[src/rtl/fifo_rr_scheduler.sv]
// Round-robin write arbiter into a shared FIFO plus a latency-aware read drain into a skid buffer.
// Write grant is combinational; read data lands LATENCY cycles after fifo_read; reads stop when the skid buffer could overflow.
module fifo_rr_scheduler #(
    parameter int NUM_REQ    = 4,
    parameter int DATA_WIDTH = 8,
    parameter int LATENCY    = 2
) (
    input  logic                          clk,
    input  logic                          reset,
    input  logic [NUM_REQ-1:0]            req_valid,
    input  logic [NUM_REQ*DATA_WIDTH-1:0] req_data,
    output logic [NUM_REQ-1:0]            req_ready,
    output logic [$clog2(NUM_REQ)-1:0]    grant_id,
    output logic                          fifo_write,
    output logic [DATA_WIDTH-1:0]         fifo_write_data,
    input  logic                          fifo_full,
    input  logic                          fifo_empty,
    output logic                          fifo_read,
    input  logic [DATA_WIDTH-1:0]         fifo_read_data,
    output logic                          out_valid,
    output logic [DATA_WIDTH-1:0]         out_data,
    input  logic                          out_ready
);

    localparam int SKID_DEPTH = LATENCY + 1;
    localparam int IW = $clog2(NUM_REQ);
    localparam int SW = IW + 1;
    localparam int PW = $clog2(SKID_DEPTH);
    localparam int CW = $clog2(SKID_DEPTH + 1);

    // ---------------- write side ----------------
    logic [IW-1:0]      rr_ptr;
    logic [NUM_REQ-1:0] rot;
    logic               found;
    logic [IW-1:0]      off;
    logic [SW-1:0]      sum;
    logic [IW-1:0]      win_id;
    logic               grant;

    // Rotate requests so bit 0 is the requester at rr_ptr, then take the first set bit.
    always_comb begin
        rot   = NUM_REQ'({req_valid, req_valid} >> rr_ptr);
        found = 1'b0;
        off   = '0;
        for (int k = 0; k < NUM_REQ; k++) begin
            if (!found && rot[k]) begin
                found = 1'b1;
                off   = IW'(k);
            end
        end
        sum = {1'b0, rr_ptr} + {1'b0, off};
        if (sum >= SW'(NUM_REQ)) begin
            sum = sum - SW'(NUM_REQ);
        end
    end

    assign win_id     = sum[IW-1:0];
    assign grant      = found && !fifo_full;
    assign fifo_write = grant;
    assign grant_id   = grant ? win_id : '0;

    always_comb begin
        req_ready       = '0;
        fifo_write_data = '0;
        for (int i = 0; i < NUM_REQ; i++) begin
            if (grant && win_id == IW'(i)) begin
                req_ready[i]    = 1'b1;
                fifo_write_data = req_data[i*DATA_WIDTH +: DATA_WIDTH];
            end
        end
    end

    always_ff @(posedge clk) begin
        if (reset) begin
            rr_ptr <= '0;
        end else if (grant) begin
            rr_ptr <= (win_id == IW'(NUM_REQ - 1)) ? '0 : win_id + 1'b1;
        end
    end

    // ---------------- read side ----------------
    logic [LATENCY-1:0]    rd_sr;
    logic [CW-1:0]         in_flight;
    logic [CW-1:0]         skid_count;
    logic [PW-1:0]         head;
    logic [PW-1:0]         tail;
    logic [DATA_WIDTH-1:0] skid_mem [SKID_DEPTH];
    logic [CW:0]           occ;
    logic                  push;
    logic                  pop;

    function automatic logic [PW-1:0] ptr_next(input logic [PW-1:0] p);
        return (p == PW'(SKID_DEPTH - 1)) ? '0 : p + 1'b1;
    endfunction

    always_comb begin
        in_flight = '0;
        for (int i = 0; i < LATENCY; i++) begin
            in_flight = in_flight + CW'(rd_sr[i]);
        end
    end

    assign push      = rd_sr[LATENCY-1];
    assign out_valid = !reset && (skid_count != '0);
    assign pop       = out_valid && out_ready;
    assign out_data  = skid_mem[head];

    // Every issued read owns a skid slot; a slot freed by this cycle's pop may be reused.
    assign occ       = {1'b0, in_flight} + {1'b0, skid_count} - {{CW{1'b0}}, pop};
    assign fifo_read = !reset && !fifo_empty && (occ < (CW+1)'(SKID_DEPTH));

    always_ff @(posedge clk) begin
        if (reset) begin
            rd_sr      <= '0;
            skid_count <= '0;
            head       <= '0;
            tail       <= '0;
        end else begin
            rd_sr <= {rd_sr[LATENCY-2:0], fifo_read};
            if (push) begin
                tail <= ptr_next(tail);
            end
            if (pop) begin
                head <= ptr_next(head);
            end
            if (push && !pop) begin
                skid_count <= skid_count + 1'b1;
            end else if (pop && !push) begin
                skid_count <= skid_count - 1'b1;
            end
        end
    end

    always_ff @(posedge clk) begin
        if (push) begin
            skid_mem[tail] <= fifo_read_data;
        end
    end

endmodule

[config.mk]
export PLATFORM = sky130hd
export DESIGN_NAME = fifo_rr_scheduler
export DESIGN_NICKNAME = d
export VERILOG_FILES = /design/src/rtl/fifo_rr_scheduler.sv
export SDC_FILE = /design/constraint.sdc
export NUM_CORES = 1
export LEC_CHECK = 0
export ABC_CLOCK_PERIOD_IN_PS = 4800
export BUFFER_PORTS_ARGS = -buffer_cell sky130_fd_sc_hd__buf_2
export CAP_MARGIN = 20
export CELL_PAD_IN_SITES_DETAIL_PLACEMENT = 0
export CELL_PAD_IN_SITES_GLOBAL_PLACEMENT = 1
export CORE_MARGIN = 10
export CORE_UTILIZATION = 35
export CTS_BUF_LIST = sky130_fd_sc_hd__clkbuf_8
export CTS_CLUSTER_SIZE = 16
export DETAILED_ROUTE_END_ITERATION = 8
export GPL_TIMING_DRIVEN = 0
export PLACE_DENSITY = 0.74
export SYNTH_ARGS = -nofsm -noshare
export SYNTH_HDL_FRONTEND = slang
export SYNTH_SLANG_ARGS = --single-unit
[constraint.sdc]
create_clock -name clk -period 4.8 [get_ports clk]
set_clock_uncertainty 0.1 [all_clocks]
set_input_delay 0.72 -clock clk [delete_from_list [all_inputs] [get_ports clk]]
set_output_delay 0.72 -clock clk [all_outputs]
set_load 0.005 [all_outputs]
-- After elaboration in Yosys (flattened, before gate mapping)
Memory sizes are Yosys's and may differ from the RTL's. A register that Yosys moved wholly into a read port is not among the register bits.
Cells that the tools add are included.
- flip-flop bits (word level): 10
- RAM bits: 24
- output and inout port bits: 25
- word-level logic and storage cells: 75
- memories: 1
- memories (memory ; depth ; width ; read ports ; clocked after Yosys merged registers in ; write ports ; line ; source):
    skid_mem ; 3 ; 8 ; 1 ; 1 ; 1 ; 87 ; logic [DATA_WIDTH-1:0] skid_mem [SKID_DEPTH];
- $add $sub $neg: 10
- $lt $le $gt $ge: 2
- equal/unequal tests: 5
- shift operators: 1
- muxes and demuxes: 26
- reductions and logical operators: 25
- operator list (cell ; count):
    $mux W8 ; 4
    $mux W2 ; 11
    $logic_and A1 B1 Y1 ; 14
    $mux W1 ; 11
    $add A2 B1 Y2 const B ; 4
    $eq A2 B2 Y1 const B ; 4
    $logic_not A1 Y1 ; 8
    $shr A8 B2 Y4 ; 1
    $add A2 B2 Y3 ; 2
    $reduce_bool A2 Y1 ; 2
    $sub A2 B1 Y2 const B ; 2
    $ge A3 B3 Y1 const B ; 1
    $lt A3 B2 Y1 const B ; 1
    $sub A3 B1 Y3 ; 1
    $add A1 B1 Y2 ; 1
    $eq A2 B1 Y1 const B ; 1
    $logic_not A2 Y1 ; 1

-- Depth between registers and ports, before layout
Gate-level depths: netlist of the first run.
- depth after elaboration: 20
- mapped depth: 16

-- Least setup slack after synthesis of the first run
Ideal clock, no wire load.
- path kind: input port to output port
- from: input req_valid[1]
- to: output fifo_write_data[3]
- data arrival time: 2.706 ns
- required time: 3.980 ns
- path slack: 1.274 ns
- cell stages on the path: 14
- buffers on the path: 1
- path through: buf_2 nor2_1 nor4_1 a21oi_1 o211ai_1 ha_1 xor2_1 xnor2_1 ha_1 nor2b_1 a221oi_1 nor3_1 a21oi_1 nor2_1
- cells in the longest elaborated chain, start to end: 20
- elaborated cells on any way between the ends: 31
- those cells by class: add/sub: 2; order compare: 1; eq/ne: 3; shift: 1; mux: 12; reduce/logical: 12
- RTL lines (what ; line ; source):
    start, declared ; 10 ; input logic [NUM_REQ-1:0] req_valid,
    $shr A8 B2 Y4 * ; 42 ; rot = NUM_REQ'({req_valid, req_valid} >> rr_ptr);
    $mux W1 ; 46 ; if (!found && rot[k]) begin
    $logic_not A1 Y1 ; 46 ;
    $logic_and A1 B1 Y1 ; 46 ;
    $mux W1 ; 46 ;
    $logic_not A1 Y1 ; 46 ;
    $logic_and A1 B1 Y1 ; 46 ;
    $mux W1 ; 46 ;
    [... 2 more ...] ; n/a ;
    $mux W2 ; 46 ;
    $add A2 B2 Y3 ; 51 ; sum = {1'b0, rr_ptr} + {1'b0, off};
    $ge A3 B3 Y1 / $sub A2 B1 Y2 (equally long branches) ; 52, 53 ;
    $mux W2 ; 52 ; if (sum >= SW'(NUM_REQ)) begin
    $logic_not A2 Y1 ; 66 ; if (grant && win_id == IW'(i)) begin
    $logic_and A1 B1 Y1 ; 66 ;
    $mux W8 (3 in a row) ; 66 ;
    $mux W8 * ; 66 ;
    end, declared ; 15 ; output logic [DATA_WIDTH-1:0] fifo_write_data,
Mark *: on every way between the ends. The rest lies on a longest branch, timed or not.

-- Worst setup path in the final report of the first run
- from: input req_valid[0]
- to: output fifo_write_data[4]
The elaborated chain is that of the path after synthesis.

==> results of run 1 <==
## sequential cells by signal, indices dropped and copies added (netlist names), named ones only
name	flops
head	2
rd_sr	2
rr_ptr	2
tail	2
skid_mem	24
skid_count	2
## Yosys cell counts, types with 3 or more instances
cell type / instances / share of area (%)
mux2i_1: 9 / 4.5
o21ai_0: 16 / 4.0
a21oi_1: 23 / 5.7
xnor2_1: 4 / 1.7
edfxtp_1: 24 / 36
nor3_1: 8 / 2.0
inv_1: 16 / 3.0
a22oi_1: 5 / 1.9
xor2_1: 3 / 1.3
nor2b_1: 4 / 1.2
a221oi_1: 3 / 1.3
buf_2: 4 / 0.99
and2_1: 4 / 1.2
nand2_1: 25 / 4.6
dfxtp_1: 12 / 12
nor2_1: 23 / 4.3
clkbuf_1: 4 / 0.74
ha_1: 7 / 4.3
## power by group through the flow
stage,combinational [W],sequential [W],clock (W)
6_report,0.000675,0.000370,0.000254
5_1_grt,0.000778,0.000373,0.000274
4_1_cts,0.000687,0.000370,0.000260
3_5_place_dp,0.000682,0.000377,0
3_3_place_gp,0.000685,0.000377,0
2_1_floorplan,0.000480,0.000374,0
## routing by layer
layer  vias up  share of wire (%)
li1        907                  -
met1       776                 44
met2        54                 43
met3         6                 11
met4         0                1.0
met5         -                  0
## cell type report
class                   instances  area [sq um]  share of cell area [%]
plain buffers                  12         68.82                   2.658
clock buffers                   5         68.82                   2.658
clock inverters                 3         38.79                   1.498
inverters                      16         60.06                   2.320
multi-input cells             150         930.9                   35.96
flip-flops and latches         36         960.9                   37.12
well taps                      72         90.09                   3.480
repair buffers                 74         370.4                   14.31
## metrics by stage
step	util, %	instance area [sq um]	total power (W)	setup WS, ps
finish	46.73	2589	0.001300	767.1
global route	46.73	2589	0.001425	432.2
CTS	46.73	2589	0.001318	745.8
detailed placement	44.78	2481	0.001060	770.9
global placement	44.60	2471	0.001062	724.2
floorplan	-	2021	0.0008546	1274
## path summary, 6_finish.rpt
kind	slack [ps]	startpoint	cells past startpoint	to
max	770	req_valid[0]	15	fifo_write_data[4]
max reg2reg	2200	skid_count[1]$_SDFFE_PP0N_	9	rd_sr[0]$_SDFF_PP0_
min reg2reg	360	rd_sr[0]$_SDFF_PP0_	2	rd_sr[1]$_SDFF_PP0_
min	360	rd_sr[0]$_SDFF_PP0_	2	rd_sr[1]$_SDFF_PP0_
## critical path: cells and delay by family
family | cells | cell delay [ps]
simple gates | 5 | 800
fa+ha+maj | 2 | 570
compound gates | 4 | 450
xor+xnor | 2 | 420
buf+inv | 2 | 260
## cells in the final DEF, fill, tap and decap left out, types with 2 or more instances in the layout
cell type and count:
inv_1 17, buf_2 78, a21oi_1 23, clkbuf_1 4
xnor2_1 4, and2_1 4, dfxtp_1 12, buf_6 2
nor2_1 23, edfxtp_1 24, a22oi_1 5, nor2b_1 4
nor3b_1 2, clkbuf_8 5, nand2_1 25, mux2i_1 9
ha_1 7, a221oi_1 3, fa_1 2, nor3_1 8
o21ai_0 16, a2111oi_0 2, nor3_2 2, xor2_1 3
## cells by family after synthesis
logic type               count (synthesis)  synth area share (%)
flip-flops                              36                 47.55
adder cells (fa/ha/maj)                  9                 6.316
AND/OR/NAND/NOR                         71                 16.41
multiplexers                             9                 4.458
AO/OA/AOI/OAI                           54                 15.85
XOR/XNOR                                 7                 3.034
buffers and inverters                   28                 6.378
==> impl_metrics.toml, run 1 <==
[outcome]
status = "completed"

[setup_path]
end_kind = "primary output"
crit_arrival_ps = 3210
critPathLaunchType = "input port"
required_ps = 3980
cp_max_fo = 7
critical-path-max-stage-delay_ps = 340
cp_slowest_cell = "ha_1"
cp_cell_sequence = "buf_2 -> nor2_1 -> nor3_1 -> a21oi_1 -> o211ai_1 -> ha_1 -> xor2_1 -> xnor2_1 -> ha_1 -> nor2b_1 -> a221oi_1 -> nor3_1 -> a21oi_1 -> nor2_1 -> buf_2"
critPathKind = "input port to primary output"

[place]
gp_congestion = 0.7726
dp.final_hpwl_um = 4006
io_buffers = 72
place_inst = 360

[clock_network]
numClockSinks = 36
cts_root_buffer = "clkbuf_8"
clkLatencyLatePin_ps = 280
ctsResizeCount = 0
clk_pin_slew_worst_paths_ps = 70
h-tree-depth = 2
cts-hold-fix-buffers = 0
cts_setup_buffers = 0
cts_buffers = 5
cts_tree = "done"
clock_path_buffers = 2

[drt]
drtIter0Drc = 53
totalWireLength_um = 5011
viasPerCell = 4.736
drc_errors = 0
firstDrtPassIters = 3
postRouteAntennaNets = 0
wire_per_inst_um = 13.62
via_count = 1743

[sta]
slew_viol_final = 0
hold_viol_final = 0
max_freq_mhz = 248.0
period_share_pct = 84.02
fin_crit_ps = 4033
fin_tns_setup_ps = 0
rsz0062_at_grt = "no"
setup_viol = 0
worstMarginPinSlew_ps = 956.9
relSlewSlack_pct = 36.07
holdWs_ps = 361.9

[finish]
instances_no_fill = 368
drive_above_1_share_pct = 31.42
n_antenna_cell = 0
fin_nets = 353
area_growth_pct = 28.11
n_fill_cell = 556

[grt]
grt_max_degree = 12
grt-ovfl-total = 0
busiest_layer = "met2"
grt_use_met1_pct = 13.67
grt_pass1_wl_um = 8362
grt_pass1_vias = 1783
use_met3_pct = 6.226
track_usage_pct = 11.33
grt.met2_usage_pct = 17.15
antenna_found_initial = 0

[die]
coreArea_sq_um = 5540
start_util_pct = 36.47
fp.dieW_um = 95.98
fp-row-count = 27
ioPinCount = 74
die_h_um = 95.98
die_area_sq_um = 9212

[power]
clock_power_share_pct = 19.5
swShare_pct = 37.72
p_int_w = 0.0008094
seqPwrFrac_pct = 28.5
p_sw_w = 0.0004902
pwr-share-comb_pct = 52.0
vdd_drop_max_uv = 226.7
p_per_area_nw_per_um2 = 502.0
leakagePower_nw = 1.114

[yosys]
synth_nets = 272
yosys_warnings = 0
synth_top_flop_cell = "edfxtp_1"
syn_inst = 214
synth_seq_area_share_pct = 47.55
ys_async_sr_fraction_pct = 0
ys_seq_elements = 36
synth_area_sq_um = 2021
avgSynthCellArea_sq_um = 9.442
synth_edf_count = 24
netlist-cell-type-count = 33

[run]
max-cap-violations = 0

[min_path]
hp-class = "register to register"
Note: power is estimated with default switching activity, not from simulation.
==> inputs of run 2 (changes only) <==
ABC_AREA = 1   (was default)
ABC_CLOCK_PERIOD_IN_PS = 3750   (was 4800)
PLACE_DENSITY = 0.75   (was 0.74)
clock period = 3.75 ns   (was 4.8 ns; I/O delays follow)
==> run 2 against run 1 <==
Compared with the run above: flip-flop and latch count is the same; first-iteration DRC count down 26%; sequential power is 31% higher; critical endpoint unchanged.
==> impl_metrics.toml, run 2 <==
[finish]
register_area_sq_um = 964.7
n_fill_cell = 627
multi_input_area_sq_um = 962.2
largest_register = "skid_mem"
n_antenna_cell = 0
fin_nets = 414
drive_above_1_share_pct = 29.13
instances_no_fill = 432
largest_register_ffs = 24
final_cell_mix = "buf_2, nand2_1, inv_1"
layout_commonest_cell = "buf_2"
area_growth_pct = 27.10

[yosys]
netlist-cell-type-count = 30
ys_async_sr_fraction_pct = 0
synth_seq_area_share_pct = 44.29
synth.most_common_cell = "nand2_1"
syn_inst = 275
ys_seq_elements = 36
synth_edf_count = 24
synth_commonest_cells = "nand2_1, inv_1, nor2_1, edfxtp_1, nand4_1"
yosys_warnings = 0
synth_area_sq_um = 2170
synth_top_area_share_pct = 33.22
synth_top_flop_cell = "edfxtp_1"
synthTopCellsByArea = "edfxtp_1, dfxtp_1, nand2_1"
synth_nets = 333
yosysTopAreaCell = "edfxtp_1"
avgSynthCellArea_sq_um = 7.889

[grt]
antenna_found_initial = 0
grt-ovfl-total = 0
grt_max_degree = 12
grt_pass1_vias = 2014
grt_pass1_wl_um = 9294
track_usage_pct = 11.20

[drt]
firstDrtPassIters = 6
via_count = 1986
wire_per_inst_um = 12.87
drtIter0Drc = 39
totalWireLength_um = 5559
drc_errors = 0
viasPerCell = 4.597
postRouteAntennaNets = 0

[die]
ioPinCount = 74
coreArea_sq_um = 5956
die_h_um = 98.73
die_area_sq_um = 9748
fp-row-count = 28
fp.dieW_um = 98.73
start_util_pct = 36.43

[clock_network]
cts_tree = "done"
h-tree-depth = 2
clk_pin_slew_worst_paths_ps = 70
clkLatencyLatePin_ps = 270
clock_path_buffers = 2
cts_buffers = 5
cts-hold-fix-buffers = 0
numClockSinks = 36
cts_root_buffer = "clkbuf_8"

[sta]
worstMarginPinSlew_ps = 468.1
holdWs_ps = 368.8
slew_viol_final = 0
setup_viol = 0
hold_viol_final = 0
rsz0062_at_grt = "no"
relSlewSlack_pct = 68.79
fin_crit_ps = 3430
max_freq_mhz = 291.6
period_share_pct = 91.46

[power]
vdd_drop_max_uv = 348.6
leakagePower_nw = 1.403
p_per_area_nw_per_um2 = 745.5

[setup_path]
cp_max_fo = 9
r2r_setup_slack_ps = 1320
critPathLaunchType = "register"
r2r_end = "rd_sr[0]$_SDFF_PP0_"
r2r_start = "skid_count[1]$_SDFFE_PP0N_"
reg2reg_depth = 9
critPathKind = "register to primary output"
crit_arrival_ps = 2770
required_ps = 3090
end_kind = "primary output"

[place]
place_inst = 424
io_buffers = 72
dp.final_hpwl_um = 4336
gp_congestion = 0.7926

[min_path]
hold_depth = 2
hp-class = "register to register"
min-delay-start = "rd_sr[0]$_SDFF_PP0_"
min_to = "rd_sr[1]$_SDFF_PP0_"

[run]
max-cap-violations = 0

[outcome]
status = "completed"
## run 2: cell count changes in the layout (fill, tap and decap cells not counted), sizes merged, moves of 7 or more
cell   delta
nor3      -7
nand2    +35
mux2i     -9
o21ai    -11
nand3    +22
inv      +34
nand4    +24
## run 2: final cells by class
| class | count | area share [%] |
|---|---|---|
| well taps | 75 | 3.403 |
| multi-input cells | 178 | 34.89 |
| repair buffers | 75 | 13.79 |
| flip-flops and latches | 36 | 34.98 |
| inverters | 50 | 6.806 |
| plain buffers | 10 | 2.223 |
| clock inverters | 3 | 1.407 |
| clock buffers | 5 | 2.495 |
## run 2: kinds of logic after synthesis
family,after synthesis,share of synthesized area (%)
AO/OA/AOI/OAI,31,7.843
XOR/XNOR,3,1.211
AND/OR/NAND/NOR,135,29.30
adder cells (fa/ha/maj),9,5.882
flip-flops,36,44.29
buffers and inverters,61,11.48
## run 2: repair_timing
action | in CTS | in global routing
buffers inserted | 1 | 0
pin swaps | 1 | 0
endpoints found under the setup margin | 9 | 9
resized for setup | 2 | 4
## run 2: critical path, stage by stage (launching register included)
cell and delay, ps:
dfxtp_1 460, inv_2 100, nand3_1 90, nand2_1 80
nand3_1 80, a21boi_1 70, ha_1 190, xnor2_1 160
xor2_1 200, buf_4 140, ha_1 120, buf_2 210
nand3_2 220, nand3_1 160, nand2_1 60, nand2_1 50
buf_2 110
## run 2: how the worst max path moves through the flow
stage	start	endpoint	slack [ps]	cells after the start
6_report	rr_ptr[1]$_SDFFE_PP0P_	fifo_write_data[4]	320	16
3_3_place_gp	req_valid[1]	fifo_write_data[2]	4	19
2_1_floorplan	req_valid[1]	fifo_write_data[2]	540	17
3_5_place_dp	req_valid[1]	fifo_write_data[3]	-40	18
4_1_cts	rr_ptr[0]$_SDFFE_PP0P_	fifo_write_data[2]	50	19
5_1_grt	rr_ptr[0]$_SDFFE_PP0P_	fifo_write_data[2]	30	18
## run 2: through the flow
stage               utilization, %  setup TNS [ps]  area (sq um)  setup slack, ps  total power, W
finish                       46.30               0          2758            320.3        0.002056
global route                 46.30               0          2758            32.49        0.002296
CTS                          46.24               0          2754            53.28        0.002076
detailed placement           44.26          -154.9          2636           -38.80        0.001729
global placement             44.05               0          2624            4.301        0.001724
floorplan                        -               0          2170            544.4        0.001316
## run 2: layer usage
metal  vias to the layer above  track usage [%]  routed length, um
met4                         0            1.985                  0
met1                       874            13.59               2505
met5                         -                0                  0
met2                        42            19.52               2797
met3                         0            3.003                257
li1                       1070                -                  -
## run 2: report_power, final
group,switching [W],internal (W),leakage (nW)
Sequential,0.0000270,0.000458,0.316
Clock,0.000125,0.000194,0.0593
Combinational,0.000747,0.000505,1.03
